--- src/rtl/proc_pkg.sv ---
// Shared pipeline-control types: the per-stage scoreboard entry used by the
// decode hazard logic.
package proc_pkg;

  // Entries carry a fixed-width rd so the type stays parameter-free; narrower
  // register addresses are zero-extended before comparison.
  localparam int HZ_RD_W = 8;

  typedef struct packed {
    logic               valid;
    logic [HZ_RD_W-1:0] rd;
    logic               wr_en;
    logic               is_load;
  } hz_entry_t;

endpackage

--- src/rtl/hazard_match.sv ---
// Youngest-match priority encoder: finds the lowest-index in-flight entry that
// will write the given source register.
module hazard_match
  import proc_pkg::*;
#(
  parameter int DEPTH  = 3,
  parameter int REG_AW = 5,
  parameter int IDX_W  = $clog2(DEPTH)
) (
  input  hz_entry_t [DEPTH-1:0] entries,
  input  logic [REG_AW-1:0]     rs,
  input  logic                  rs_used,
  output logic                  hit,
  output logic [IDX_W-1:0]      idx,
  output logic                  is_load
);

  logic [HZ_RD_W-1:0] rs_ext;

  assign rs_ext = HZ_RD_W'(rs);

  // Scan oldest to youngest so the youngest match is the one left standing.
  always_comb begin
    hit     = 1'b0;
    idx     = '0;
    is_load = 1'b0;
    for (int k = DEPTH - 1; k >= 0; k--) begin
      if (entries[k].valid && entries[k].wr_en && (entries[k].rd == rs_ext) &&
          (rs != '0) && rs_used) begin
        hit     = 1'b1;
        idx     = IDX_W'(k);
        is_load = entries[k].is_load;
      end
    end
  end

endmodule

--- src/rtl/hazard_ctrl_pipe.sv ---
// Decode-stage hazard control: tracks in-flight destinations and produces
// stall, kill and forwarding selects, plus a stall-cycle counter.
module hazard_ctrl_pipe
  import proc_pkg::*;
#(
  parameter int REG_AW         = 5,
  parameter int DEPTH          = 3,
  parameter int FWD_EN         = 0,
  parameter int LOAD_FWD_STAGE = 1,
  parameter int FETCH_SHADOW   = 1,
  parameter int SEL_W          = $clog2(DEPTH + 1)
) (
  input  logic              clk_i,
  input  logic              rst_i,
  input  logic              d_valid_i,
  input  logic [REG_AW-1:0] d_rs1_i,
  input  logic              d_rs1_used_i,
  input  logic [REG_AW-1:0] d_rs2_i,
  input  logic              d_rs2_used_i,
  input  logic [REG_AW-1:0] d_rd_i,
  input  logic              d_wr_en_i,
  input  logic              d_is_load_i,
  input  logic              redirect_i,
  input  logic              mem_busy_i,
  output logic              issue_o,
  output logic              stall_o,
  output logic              kill_d_o,
  output logic [SEL_W-1:0]  fwd_rs1_sel_o,
  output logic [SEL_W-1:0]  fwd_rs2_sel_o,
  output logic [31:0]       stall_cnt_o
);

  localparam int IDX_W = $clog2(DEPTH);
  localparam logic [IDX_W-1:0] LOAD_STAGE_IDX = IDX_W'(LOAD_FWD_STAGE);
  localparam logic [2:0]       SHADOW_LOAD    = 3'(FETCH_SHADOW);

  hz_entry_t [DEPTH-1:0] entries;
  hz_entry_t             new_entry;
  logic [2:0]            shadow_cnt;

  logic             hit1, hit2, load1, load2;
  logic [IDX_W-1:0] idx1, idx2;
  logic             haz1, haz2;

  hazard_match #(.DEPTH(DEPTH), .REG_AW(REG_AW), .IDX_W(IDX_W)) u_match_rs1 (
    .entries (entries),
    .rs      (d_rs1_i),
    .rs_used (d_rs1_used_i),
    .hit     (hit1),
    .idx     (idx1),
    .is_load (load1)
  );

  hazard_match #(.DEPTH(DEPTH), .REG_AW(REG_AW), .IDX_W(IDX_W)) u_match_rs2 (
    .entries (entries),
    .rs      (d_rs2_i),
    .rs_used (d_rs2_used_i),
    .hit     (hit2),
    .idx     (idx2),
    .is_load (load2)
  );

  // With forwarding, only a load too young to have its data yet forces a stall.
  always_comb begin
    if (FWD_EN == 0) begin
      haz1 = hit1;
      haz2 = hit2;
    end else begin
      haz1 = hit1 && load1 && (idx1 < LOAD_STAGE_IDX);
      haz2 = hit2 && load2 && (idx2 < LOAD_STAGE_IDX);
    end
  end

  always_comb begin
    issue_o       = 1'b0;
    stall_o       = 1'b0;
    kill_d_o      = 1'b0;
    fwd_rs1_sel_o = '0;
    fwd_rs2_sel_o = '0;
    if (mem_busy_i) begin
      stall_o = 1'b1;
    end else if (redirect_i || (shadow_cnt != 3'd0)) begin
      kill_d_o = 1'b1;
    end else if (d_valid_i && (haz1 || haz2)) begin
      stall_o = 1'b1;
    end else begin
      issue_o = d_valid_i;
      if ((FWD_EN != 0) && d_valid_i) begin
        if (hit1) fwd_rs1_sel_o = SEL_W'(idx1) + SEL_W'(1);
        if (hit2) fwd_rs2_sel_o = SEL_W'(idx2) + SEL_W'(1);
      end
    end
  end

  always_comb begin
    new_entry         = '0;
    new_entry.valid   = 1'b1;
    new_entry.rd      = HZ_RD_W'(d_rd_i);
    new_entry.wr_en   = d_wr_en_i;
    new_entry.is_load = d_is_load_i;
  end

  // A memory freeze holds the scoreboard and shadow counter, but the stall
  // counter still advances.
  always_ff @(posedge clk_i) begin
    if (rst_i) begin
      entries     <= '0;
      shadow_cnt  <= '0;
      stall_cnt_o <= '0;
    end else begin
      if (stall_o) stall_cnt_o <= stall_cnt_o + 32'd1;
      if (!mem_busy_i) begin
        for (int k = 1; k < DEPTH; k++) entries[k] <= entries[k-1];
        entries[0] <= issue_o ? new_entry : '0;
        if (redirect_i)              shadow_cnt <= SHADOW_LOAD;
        else if (shadow_cnt != 3'd0) shadow_cnt <= shadow_cnt - 3'd1;
      end
    end
  end

endmodule
--- config.mk ---
export PLATFORM = sky130hd
export DESIGN_NAME = hazard_ctrl_pipe
export DESIGN_NICKNAME = d
export VERILOG_FILES = /design/src/rtl/proc_pkg.sv /design/src/rtl/hazard_match.sv /design/src/rtl/hazard_ctrl_pipe.sv
export SDC_FILE = /design/constraint.sdc
export NUM_CORES = 1
export LEC_CHECK = 0
export CAP_MARGIN = 20
export CORE_ASPECT_RATIO = 2
export CORE_MARGIN = 4
export CORE_UTILIZATION = 45
export DETAILED_ROUTE_END_ITERATION = 8
export GPL_ROUTABILITY_DRIVEN = 1
export GPL_TIMING_DRIVEN = 1
export PLACE_DENSITY = 0.81
export SLEW_MARGIN = 20
export SYNTH_ARGS = -nofsm -noshare
export SYNTH_HDL_FRONTEND = slang
export SYNTH_HIERARCHICAL = 1
export SYNTH_SLANG_ARGS = --single-unit
--- constraint.sdc ---
create_clock -name clk_i -period 4 [get_ports clk_i]
set_input_delay 0.8 -clock clk_i [delete_from_list [all_inputs] [get_ports clk_i]]
set_output_delay 0.8 -clock clk_i [all_outputs]
set_load 0.01 [all_outputs]
## Yosys cells after proc, flatten, opt, wreduce, memory -nomap -nowiden

Cells that the tools add are included.

| cells by class | value |
|---|---|
| reductions and logical operators | 29 |
| bitwise logic cells | 1 |
| mux-type cells | 17 |
| $add $sub $neg | 2 |
| equal/unequal tests | 6 |

Operator list:

| operator | count |
|---|---|
| $eq 8x5->1 | 6 |
| $add 32x1->32 const B | 1 |
| $logic_and 1x1->1 | 22 |
| $mux 1 | 14 |
| $mux 11 | 1 |
| $reduce_bool 5->1 | 2 |
| $mux 3 | 2 |
| $reduce_bool 3->1 | 1 |
| $sub 3x1->3 const B | 1 |
| $logic_or 1x1->1 | 2 |
| $reduce_and 2->1 | 1 |
| $reduce_bool 2->1 | 1 |
| $not 1->1 | 1 |

| word-level totals | value |
|---|---|
| output and inout bits | 39 |
| input bits | 24 |
| bits in registers | 65 |

## Longest topological paths before layout

Gate-level depths: netlist (run 1).

| logic depth | value |
|---|---|
| word-level depth | 13 |
| gate-level depth with buffers | 10 |
| mapped depth without buffers | 9 |

## Modules after synthesis

The synthesis (run 1) kept the hierarchy.

By module, submodules not included:

| module | instances | area each (µm²) | cells an instance | sequential area each (µm²) |
|---|---|---|---|---|
| hazard_ctrl_pipe | 1 | 2740.1 | 305 | 1181.1 |
| hazard_match | 2 | 300.3 | 41 | 0.0 |

## Worst setup path after synthesis (run 1)

Ideal clock, no wire load.

| timing | value |
|---|---|
| kind | input to output |
| start point | in d_rs2_i[2] |
| end point | out stall_o |
| stages | 8 |
| path buffers | 1 |
| arrival time | 2.857 ns |
| slack | 0.343 ns |
| path through | or4_1 > o21a_2 > nand4_1 > nand3_1 > or2_2 > a41oi_1 > buf_2 > inv_1 |

| between the ends | value |
|---|---|
| word-level cells in the longest chain between the ends | 12 |
| elaborated cells on any way between the ends | 21 |

RTL lines:

| item | RTL line | RTL |
|---|---|---|
| start: declaration | hazard_ctrl_pipe.sv:18 | `input logic [REG_AW-1:0] d_rs2_i,` |
| $eq 8x5->1 | hazard_match.sv:28 | `if (entries[k].valid && entries[k].wr_en && (entries[k].rd == rs_ext) &&` |
| $logic_and 1x1->1 (2 in series) | hazard_match.sv:28 |  |
| $logic_and 1x1->1 | hazard_match.sv:29 | `(rs != '0) && rs_used) begin` |
| $mux 1 (2 in series) | hazard_match.sv:28 |  |
| $mux 1 * | hazard_match.sv:28 |  |
| net haz2 | hazard_ctrl_pipe.sv:43 | `logic haz1, haz2;` |
| $logic_or 1x1->1 * | hazard_ctrl_pipe.sv:84 | `end else if (d_valid_i && (haz1 \|\| haz2)) begin` |
| $logic_and 1x1->1 * | hazard_ctrl_pipe.sv:84 |  |
| $mux 1 * | hazard_ctrl_pipe.sv:84 |  |
| $mux 1 * | hazard_ctrl_pipe.sv:82 | `end else if (redirect_i \|\| (shadow_cnt != 3'd0)) begin` |
| $mux 1 * | hazard_ctrl_pipe.sv:80 | `if (mem_busy_i) begin` |
| end: declaration | hazard_ctrl_pipe.sv:26 | `output logic stall_o,` |

Mark *: on every way through the listed nets, which the timed path passes. The rest lies on a longest branch.

## Worst setup path after layout (run 1)

| timing | value |
|---|---|
| start point | in d_rs2_i[3] |
| end point | out stall_o |

The elaborated chain is that of the path after synthesis.

==> results.ini, run 1 <==
[run_status]
status = finished clean

[global_route]
track_usage_pct = 20.20
grt_max_degree = 66
grt_pass1_vias = 2985
grt_overflow = 0
grt_antenna_before_repair = 0
grt_first_pass_wirelength_mm = 13.43

[clocking]
cts_buffers = 5
path_clk_slew_ns = 0.07
cts_max_level = 2
cts_tree = built
clk_latency_ns = 0.30
cts_root_buffer = clkbuf_16
clockBufferDepth = 2
cts.sinks = 56
post_cts_buffers = 0

[detailed_routing]
wl_mm = 7.916
drc = 0
drt_first_pass_iters = 4
wl_met3_um = 221
ant_nets = 0
via_per_inst = 5.543
drt-met1-wl_mm = 2.999
wl_met2_mm = 4.378
drt_iter0_drc = 104
vias = 2910
wl_per_cell_um = 15.08
top_layer_used = met4

[logic_synthesis]
syn_inst = 362
syn_area_per_cell_um2 = 8.665
synthesis.area_um2 = 3137
yosys_warnings = 6

[job]
max_cap_viol_count = 0

[die]
pin_count = 63
die_h_um = 126.1
core_area_um2 = 6726
die_x_um = 67.04
dieArea_um2 = 8451
start_util_pct = 46.63
rows = 42

[power]
leakagePower_nw = 1.516
power.density_nw_per_um2 = 297.3
vdd_drop_max_mv = 0.3196

[placed_design]
port-buffer-count = 57
dp_hpwl_mm = 5.972
gp_congestion = 0.8854

[worst_setup_path]
arrival_ns = 3.11
crit_required_ns = 3.20
end_kind = output port
start_kind = primary input
path_max_fanout = 3
regToRegSetupSlack_ns = 1.41
path_class = primary input to output port

[sta]
worst_pin_slew_ns = 0.6647
max_slew_margin_pct = 55.69
clock-skew-final_ns = 0.005752
finalSetupTns_ns = 0
setup_violations = 0
finalCritPeriodShare_pct = 97.74
layout_min_cycle_time_ns = 3.910
slew_viol_final = 0
finalHoldViolations = 0
grt_setup_unrepaired = false
max_freq_ghz = 0.2558

[finish]
drive_gt1_share_pct = 9.840
final_nets = 463
fillers = 626
syn_to_final_growth_pct = 28.32
final_core_util_pct = 59.84
antenna_cells = 0

[min_path]
min_path_type = register to register

## layout make-up
| type | count | area (um2) | area share, % |
|---|---|---|---|
| flip-flops and latches | 56 | 1121 | 27.85 |
| clock inverters | 2 | 35.03 | 0.8704 |
| well taps | 88 | 110.1 | 2.735 |
| clock buffers | 6 | 128.9 | 3.202 |
| repair buffers | 70 | 663.1 | 16.47 |
| inverters | 10 | 37.54 | 0.9325 |
| multi-input cells | 293 | 1929 | 47.93 |
## power breakdown
group	switching, W	internal, W	total, W
sequential	0.00000758	0.000564	0.000572
combinational	0.0000701	0.0000596	0.000130
clock	0.000200	0.000295	0.000495
total	0.000278	0.000919	0.00120
## cell usage in the layout (no fill, tap or decap), types with 4 or more instances in the layout
master,n
dfxtp_1,56
clkdlybuf4s50_1,54
nor2_1,44
xor2_1,30
a21oi_1,24
conb_1,22
o31ai_1,18
or4_1,18
mux2i_1,15
nand2_1,15
nand3_1,15
buf_4,14
nor4_1,13
nand4_1,11
inv_1,10
nor2b_1,9
mux2_2,9
nor3_1,7
a22oi_1,6
clkbuf_16,5
and4_1,4
## per-layer routing
layer  global-route usage [%]  up-vias
li1                         -     1445
met1                    21.39     1380
met2                    36.43       66
met3                    3.565       19
met4                    10.17        0
met5                        0        -
## state kept, by name, summed over array words and instances (netlist names)
name / cells
entries: 21
shadow_cnt: 3
stall_cnt_o: 32
## final timing paths
kind | to | startpoint | depth (start not counted)
worst max-delay path | stall_o | d_rs2_i[3] | 9
worst min-delay path | shadow_cnt[0] | shadow_cnt[0] | 1
worst max register to register | stall_cnt_o[27] | entries[17] | 9
worst min register to register | shadow_cnt[0] | shadow_cnt[0] | 1
## per-stage QoR
stage / instances / area (um2) / hold slack [ns] / total power (W) / setup slack, ns
after floorplan: 383 / 3216 / 0.4367 / 0.0006575 / 0.4324
after global placement: 517 / 3856 / 0.4557 / 0.0007095 / -0.1778
after detailed placement: 517 / 3856 / 0.4560 / 0.0007143 / -0.1725
after CTS: 525 / 4018 / 0.4663 / 0.001209 / 0.08458
after global routing: 525 / 4025 / 0.5103 / 0.001241 / 0.02606
final: 525 / 4025 / 0.4614 / 0.001197 / 0.09029
## worst max-delay path, cell delays in order
cell             delay [ns]
clkdlybuf4s50_1        0.44
or4_1                  0.51
o21a_2                 0.24
nand4_1                0.09
nand3_1                0.09
or2_2                  0.34
a41oi_4                0.23
inv_1                  0.08
dlygate4sd2_1          0.29
## what timing repair did
action / 4_1_cts / 5_1_grt
resized for setup: 2 / 1
pin swaps: 0 / 0
hold endpoints to repair: 0 / 0
setup endpoints to repair: 2 / 1
hold buffers: 0 / 0
No activity file was read; power rests on OpenSTA's default activity.
==> inputs of run 2 (changes only) <==
- CTS_CLUSTER_DIAMETER: unset -> 40
==> results of run 2 <==
No change in the layout: final DEF, timing and power equal those of run 1.
